$ cat config.mk
export PLATFORM = sky130hd
export DESIGN_NAME = multi_mode_timer
export DESIGN_NICKNAME = d
export VERILOG_FILES = /design/src/rtl/multi_mode_timer_pkg.sv /design/src/rtl/multi_mode_timer_tick_gen.sv /design/src/rtl/multi_mode_timer.sv
export SDC_FILE = /design/constraint.sdc
export NUM_CORES = 1
export LEC_CHECK = 0
export ABC_AREA = 1
export CORE_UTILIZATION = 50
export DETAILED_ROUTE_END_ITERATION = 8
export PLACE_DENSITY = 0.76
export SKIP_CTS_REPAIR_TIMING = 1
export SLEW_MARGIN = 15
export SYNTH_ARGS = -nofsm -noshare
export SYNTH_HDL_FRONTEND = slang
export SYNTH_SLANG_ARGS = --single-unit
$ cat constraint.sdc
create_clock -name clk -period 2.15 [get_ports clk]
set_input_delay 0.5375 -clock clk [delete_from_list [all_inputs] [get_ports clk]]
set_output_delay 0.5375 -clock clk [all_outputs]
set_load 0.03 [all_outputs]
$ cat src/rtl/multi_mode_timer_pkg.sv
// Shared types and helpers for the multi-mode timer.
// States, count direction encoding and preset clamping.
package multi_mode_timer_pkg;

  typedef enum logic [1:0] {
    IDLE,
    RUN,
    PAUSE,
    EXPIRED
  } state_t;

  localparam logic MODE_UP   = 1'b0;
  localparam logic MODE_DOWN = 1'b1;

  // Out-of-range preset fields saturate at modulus-1.
  function automatic int unsigned clamp(
    input int unsigned v,
    input int unsigned m
  );
    return (v >= m) ? m - 1 : v;
  endfunction

endpackage

$ cat src/rtl/multi_mode_timer_tick_gen.sv
// One-cycle tick enable every N clocks while enabled.
// Phase is kept while disabled so a pause loses no fraction.
module tick_gen #(
  parameter int N = 25_000_000
) (
  input  logic clk,
  input  logic rst,
  input  logic en,
  input  logic clr,
  output logic tick
);

  localparam int CW = (N > 1) ? $clog2(N) : 1;
  localparam logic [CW-1:0] LAST = CW'(N - 1);

  logic [CW-1:0] cnt;

  assign tick = en && !clr && (cnt == LAST);

  // Prescaler: 0..N-1 while enabled, frozen otherwise.
  always_ff @(posedge clk) begin
    if (rst || clr) begin
      cnt <= '0;
    end else if (en) begin
      cnt <= (cnt == LAST) ? '0 : cnt + CW'(1);
    end
  end

endmodule

$ cat src/rtl/multi_mode_timer.sv
// Up/down h:m:s timer with lap capture, pause and expiry.
// Time advances on a clock-enable tick; single clock domain.
module multi_mode_timer
  import multi_mode_timer_pkg::*;
#(
  parameter int HOUR   = 24,
  parameter int MINUTE = 60,
  parameter int SECOND = 60,
  parameter int N      = 25_000_000,
  parameter int W      = 8
) (
  input  logic         clk,
  input  logic         rst,
  input  logic         mode,
  input  logic         start_stop,
  input  logic         clear,
  input  logic         load,
  input  logic [W-1:0] preset_hour,
  input  logic [W-1:0] preset_minute,
  input  logic [W-1:0] preset_second,
  input  logic         lap,
  output logic [W-1:0] cur_hour,
  output logic [W-1:0] cur_minute,
  output logic [W-1:0] cur_second,
  output logic [W-1:0] lap_hour,
  output logic [W-1:0] lap_minute,
  output logic [W-1:0] lap_second,
  output logic         lap_valid,
  output logic         running,
  output logic         wrap,
  output logic         expired
);

  localparam logic [W-1:0] H_MAX = W'(HOUR - 1);
  localparam logic [W-1:0] M_MAX = W'(MINUTE - 1);
  localparam logic [W-1:0] S_MAX = W'(SECOND - 1);

  state_t       state;
  logic         mode_q;
  logic         tick;
  logic         run_en;
  logic         pre_clr;
  logic         start_ok;
  logic         ld_ok;
  logic         at_zero;
  logic         at_max;
  logic         expire_now;
  logic [W-1:0] up_h, up_m, up_s;
  logic [W-1:0] dn_h, dn_m, dn_s;

  assign run_en  = (state == RUN);
  assign running = run_en;
  assign expired = (state == EXPIRED);

  assign at_zero = (cur_hour == '0) &&
                   (cur_minute == '0) &&
                   (cur_second == '0);
  assign at_max  = (cur_hour == H_MAX) &&
                   (cur_minute == M_MAX) &&
                   (cur_second == S_MAX);

  // A down-count start from 0:0:0 would expire at once; refuse it.
  assign start_ok = start_stop &&
                    !(mode == MODE_DOWN && at_zero);
  assign ld_ok    = load && (state != RUN);
  assign pre_clr  = clear || ld_ok ||
                    (state == IDLE && start_ok);

  assign expire_now = tick && (mode_q == MODE_DOWN) && at_zero;

  tick_gen #(
    .N(N)
  ) u_tick (
    .clk (clk),
    .rst (rst),
    .en  (run_en),
    .clr (pre_clr),
    .tick(tick)
  );

  // Next count for one step in each direction, with carry/borrow.
  always_comb begin
    up_h = cur_hour;
    up_m = cur_minute;
    up_s = cur_second + W'(1);
    if (cur_second == S_MAX) begin
      up_s = '0;
      up_m = cur_minute + W'(1);
      if (cur_minute == M_MAX) begin
        up_m = '0;
        up_h = (cur_hour == H_MAX) ? '0 : cur_hour + W'(1);
      end
    end
    dn_h = cur_hour;
    dn_m = cur_minute;
    dn_s = cur_second - W'(1);
    if (cur_second == '0) begin
      dn_s = S_MAX;
      dn_m = cur_minute - W'(1);
      if (cur_minute == '0) begin
        dn_m = M_MAX;
        dn_h = cur_hour - W'(1);
      end
    end
  end

  // Control FSM, count and lap registers.
  always_ff @(posedge clk) begin
    if (rst) begin
      state      <= IDLE;
      mode_q     <= MODE_UP;
      cur_hour   <= '0;
      cur_minute <= '0;
      cur_second <= '0;
      lap_hour   <= '0;
      lap_minute <= '0;
      lap_second <= '0;
      lap_valid  <= 1'b0;
      wrap       <= 1'b0;
    end else begin
      lap_valid <= 1'b0;
      wrap      <= 1'b0;
      if (clear) begin
        state      <= IDLE;
        cur_hour   <= '0;
        cur_minute <= '0;
        cur_second <= '0;
      end else if (ld_ok) begin
        state      <= IDLE;
        cur_hour   <= W'(clamp(32'(preset_hour), HOUR));
        cur_minute <= W'(clamp(32'(preset_minute), MINUTE));
        cur_second <= W'(clamp(32'(preset_second), SECOND));
      end else begin
        unique case (state)
          IDLE: begin
            if (start_ok) begin
              state  <= RUN;
              mode_q <= mode;
            end
          end
          RUN: begin
            if (tick && mode_q == MODE_UP) begin
              cur_hour   <= up_h;
              cur_minute <= up_m;
              cur_second <= up_s;
              wrap       <= at_max;
            end else if (tick && !at_zero) begin
              cur_hour   <= dn_h;
              cur_minute <= dn_m;
              cur_second <= dn_s;
            end
            if (expire_now) begin
              state <= EXPIRED;
            end else if (start_stop) begin
              state <= PAUSE;
            end
            if (!start_stop && lap) begin
              lap_hour   <= cur_hour;
              lap_minute <= cur_minute;
              lap_second <= cur_second;
              lap_valid  <= 1'b1;
            end
          end
          PAUSE: begin
            if (start_stop) begin
              state  <= RUN;
              mode_q <= mode;
            end else if (lap) begin
              lap_hour   <= cur_hour;
              lap_minute <= cur_minute;
              lap_second <= cur_second;
              lap_valid  <= 1'b1;
            end
          end
          EXPIRED: begin
          end
          default: begin
            state <= IDLE;
          end
        endcase
      end
    end
  end

endmodule

==> results by group <==
Status
  – Status: finished with violations
  – Failing checks: negative setup slack

Logic synthesis
  – Asr flop ratio synth: 0%
  – Sequential share of the synthesized area: 32.96%
  – EDFF count, synth: 0
  – Share of the synthesized area in the top cell type: 32.96%
  – Synthesized area per cell: 6.926 um2
  – Synth top area cells: dfxtp_1, nor2_1, nand2_1
  – Top_reg_cell synth: dfxtp_1
  – Mapped Nets: 729
  – Post-Synthesis Cells: 684
  – Yosys reg bits: 78
  – Post-synth cell types: 44
  – Netlist Area Pre-Place: 4737 um2
  – YS warnings: 0
  – Yosys top cell by area: dfxtp_1

CTS
  – CTS tree: yes
  – H-Tree Depth: 3
  – Clk sinks: 78
  – Clk slew on worst S/H paths: 0.09 ns
  – Clock buffer count from CTS: 9
  – Clk buf depth: 2
  – Root Buffer: clkbuf_8
  – Clk Latency, worst-skew pair: 0.37 ns

Setup path
  – FF-to-FF End: cur_minute[7]$_SDFFE_PP0P_
  – Critical Path Slowest Stage Cell: dfxtp_4
  – Startpoint Class: flop
  – Max incr delay on CP: 0.38 ns
  – Critical-path cell list: ha_4 > nand2_4 > nor2_4 > nand2_4 > nor2_4 > nand3_2 > nor2_4 > nand3_4 > nand2_4 > nor2_4 > nor2_4 > clkinvlp_4 > nor2_2 > nor2_1
  – Internal reg-to-reg setup slack: -0.01 ns
  – Worst EP required: 2.41 ns
  – Nature of the critical path endpoint: flop
  – Peak fanout along the critical path: 8
  – Critical path class: flop to flop
  – Worst r2r path cells: 14
  – R2r startpoint: u_tick.cnt[1]$_SDFFE_PP0P_
  – Crit path DAT: 2.42 ns
  – Top cell by count, worst path: nor2_4

STA
  – Post-route minimum period: 2.163 ns
  – Final setup violation count: 1
  – RSZ-0062 raised after global routing: true
  – Max Slew Vio Count: 0
  – Setup Skew: 0.01381 ns
  – Worst Setup Slack, final: -0.01335 ns
  – Final Cycle Share: 100.6%
  – Slew margin rel.: 72.28%
  – Fin. Hold Viols: 0
  – Fmax: 0.4622 GHz
  – Worst Tran Pin Value: 0.4127 ns

Hold path
  – WHS Path Cells: 2
  – Worst Hold Endpoint: lap_hour[6]$_SDFFE_PP0P_
  – HP Class: flop to flop
  – Hold_sp: lap_hour[6]$_SDFFE_PP0P_

Drt
  – Antenna-violating nets left: 0
  – WL met2: 6.823 mm
  – Uppermost layer routed: met4
  – DRC errors left: 0
  – Routed met1 length: 6.372 mm
  – Initial drt markers: 249
  – Drt total wl: 14.52 mm
  – Vias per Instance: 5.525
  – Pre-Repair DR Iteration Count: 5
  – Routed length on met3: 869 um
  – Via count: 5,227
  – WL/cell: 15.35 um

Placement
  – Cells after DPL: 920
  – Port Buf Inserts: 82
  – Final Wtd Congestion: 0.9454
  – Worst slack, placed: -0.2741 ns
  – Hpwl dp: 10.83 mm

Floorplanning
  – # IOs: 83
  – Die area: 9867 um2
  – Core Region: 9196 um2
  – Die Wd: 99.34 um
  – Row count: 35
  – Starting Density: 51.51%
  – Die height: 99.34 um

Final layout
  – # diodes: 0
  – NumNets Final: 875
  – Fraction of layout cells with a size suffix above 1: 20.60%
  – Fill cells: 723
  – Cell Count, Final, Fillers Out: 946
  – Syn-to-layout area delta: 39.51%

Pwr
  – Leakage power: 2.742 nW
  – Max VDD drop: 0.3889 mV
  – Pwr per Cell Area: 548.2 nW/um2
  – Design Power: 0.003623 W

GRT
  – Gr ovfl total: 0
  – Pin count of the biggest net entering global routing: 30
  – GRT Util Overall: 28.80%
  – Vias in the first global route: 4,850
  – First-pass GRT wire length: 22.58 mm
  – Initial antenna violation count: 0

Flow run
  – Maxcap violations: 0
[state kept, by name, summed over array words and instances (netlist names)]
register / cells
cur_minute: 8
lap_minute: 8
cur_hour: 8
state: 2
mode_q: 1
lap_valid: 1
u_tick.cnt: 25
wrap: 1
lap_second: 8
lap_hour: 8
cur_second: 8
[metal layers]
| metal | global-route usage (%) | vias to the layer above |
|---|---|---|
| li1 | - | 2553 |
| met1 | 36.65 | 2419 |
| met2 | 46.90 | 221 |
| met3 | 4.568 | 34 |
| met4 | 15.38 | 0 |
| met5 | 0 | - |
[cell usage after synthesis, types with 2 or more instances]
library cell	number
clkbuf_1	11
o21bai_1	2
nor2_2	9
nand3_1	41
nand4_1	15
o21ai_2	2
nand3_2	3
nand2_1	112
a211oi_1	21
dfxtp_1	78
buf_6	5
inv_1	74
a31oi_1	5
inv_2	5
xnor2_1	5
xor2_1	29
nor2_4	5
nor2_1	118
o21ai_1	6
buf_2	5
o21ai_0	40
o2111ai_1	2
nor4_1	4
ha_1	14
nand2_2	4
o211ai_1	5
a21oi_1	25
nand3_4	2
o31ai_1	2
nor3_1	21
[critical path: cells and delay by family, from the launching register on]
| family | cells | cell delay (ns) |
|---|---|---|
| fa+ha+maj | 1 | 0.15 |
| buf+inv | 1 | 0.24 |
| flops | 1 | 0.38 |
| simple gates | 12 | 1.28 |
[final cells by class]
class,count,area [um2],area share (%)
multi-input cells,504,2940,44.49
repair buffers,157,1430,21.64
clock buffers,9,123.9,1.874
well taps,111,138.9,2.101
inverters,80,315.3,4.771
flip-flops and latches,78,1580,23.91
clock inverters,7,80.08,1.212
[worst max path at each step]
stage	start	slack [ns]	depth (start not counted)	end
finish	u_tick.cnt[1]$_SDFFE_PP0P_	-0.01	14	cur_minute[7]$_SDFFE_PP0P_
global route	u_tick.cnt[1]$_SDFFE_PP0P_	-0.15	14	cur_minute[7]$_SDFFE_PP0P_
CTS	u_tick.cnt[0]$_SDFFE_PP0P_	-0.15	14	cur_minute[7]$_SDFFE_PP0P_
detailed placement	load	-0.27	13	cur_minute[7]$_SDFFE_PP0P_
global placement	load	-0.20	13	cur_minute[6]$_SDFFE_PP0P_
floorplan	cur_minute[0]$_SDFFE_PP0P_	0.02	13	cur_minute[3]$_SDFFE_PP0P_
[cell usage in the layout, fill, tap and decap left out, drive strengths merged, types with 4 or more instances in the layout]
cell type | synthesis | layout
nor2 | 133 | 133
nand2 | 117 | 118
inv | 79 | 80
dfxtp | 78 | 78
clkdlybuf4s50 | 0 | 75
buf | 12 | 75
o21ai | 48 | 48
nand3 | 46 | 46
xor2 | 29 | 29
a21oi | 25 | 25
nor3 | 22 | 22
a211oi | 21 | 21
nand4 | 16 | 16
ha | 14 | 14
clkbuf | 11 | 9
dlymetal6s2s | 0 | 7
xnor2 | 5 | 5
o211ai | 5 | 5
a31oi | 5 | 5
nor4 | 4 | 4
clkinvlp | 0 | 4
[kinds of logic (layout without fill, tap and decap cells)]
family / count (synthesis) / count (layout) / synth area share (%)
buf+inv: 103 / 253 / 9.165
fa+ha+maj: 14 / 14 / 3.698
compound gates: 114 / 114 / 14.40
xor+xnor: 34 / 34 / 6.286
flops: 78 / 78 / 32.96
simple gates: 341 / 342 / 33.49
[where the power goes]
group | leakage [nW] | total [W] | switching, W | internal, W
Sequential | 0.637 | 0.00150 | 0.0000303 | 0.00147
Clock | 0.0968 | 0.00117 | 0.000623 | 0.000551
Combinational | 2.01 | 0.000944 | 0.000559 | 0.000386
[stage by stage]
stage          utilization, %  cell area, um2  hold slack (ns)  setup TNS, ns
2_1_floorplan               -            4750           0.4516              0
3_3_place_gp            66.15            6083           0.4532         -3.990
3_5_place_dp            66.15            6083           0.4649         -5.433
4_1_cts                 68.37            6287           0.4782         -2.092
5_1_grt                 71.86            6609           0.4953         -1.720
6_report                71.86            6609           0.4770       -0.01335
Power figures use the tool's default switching activity.
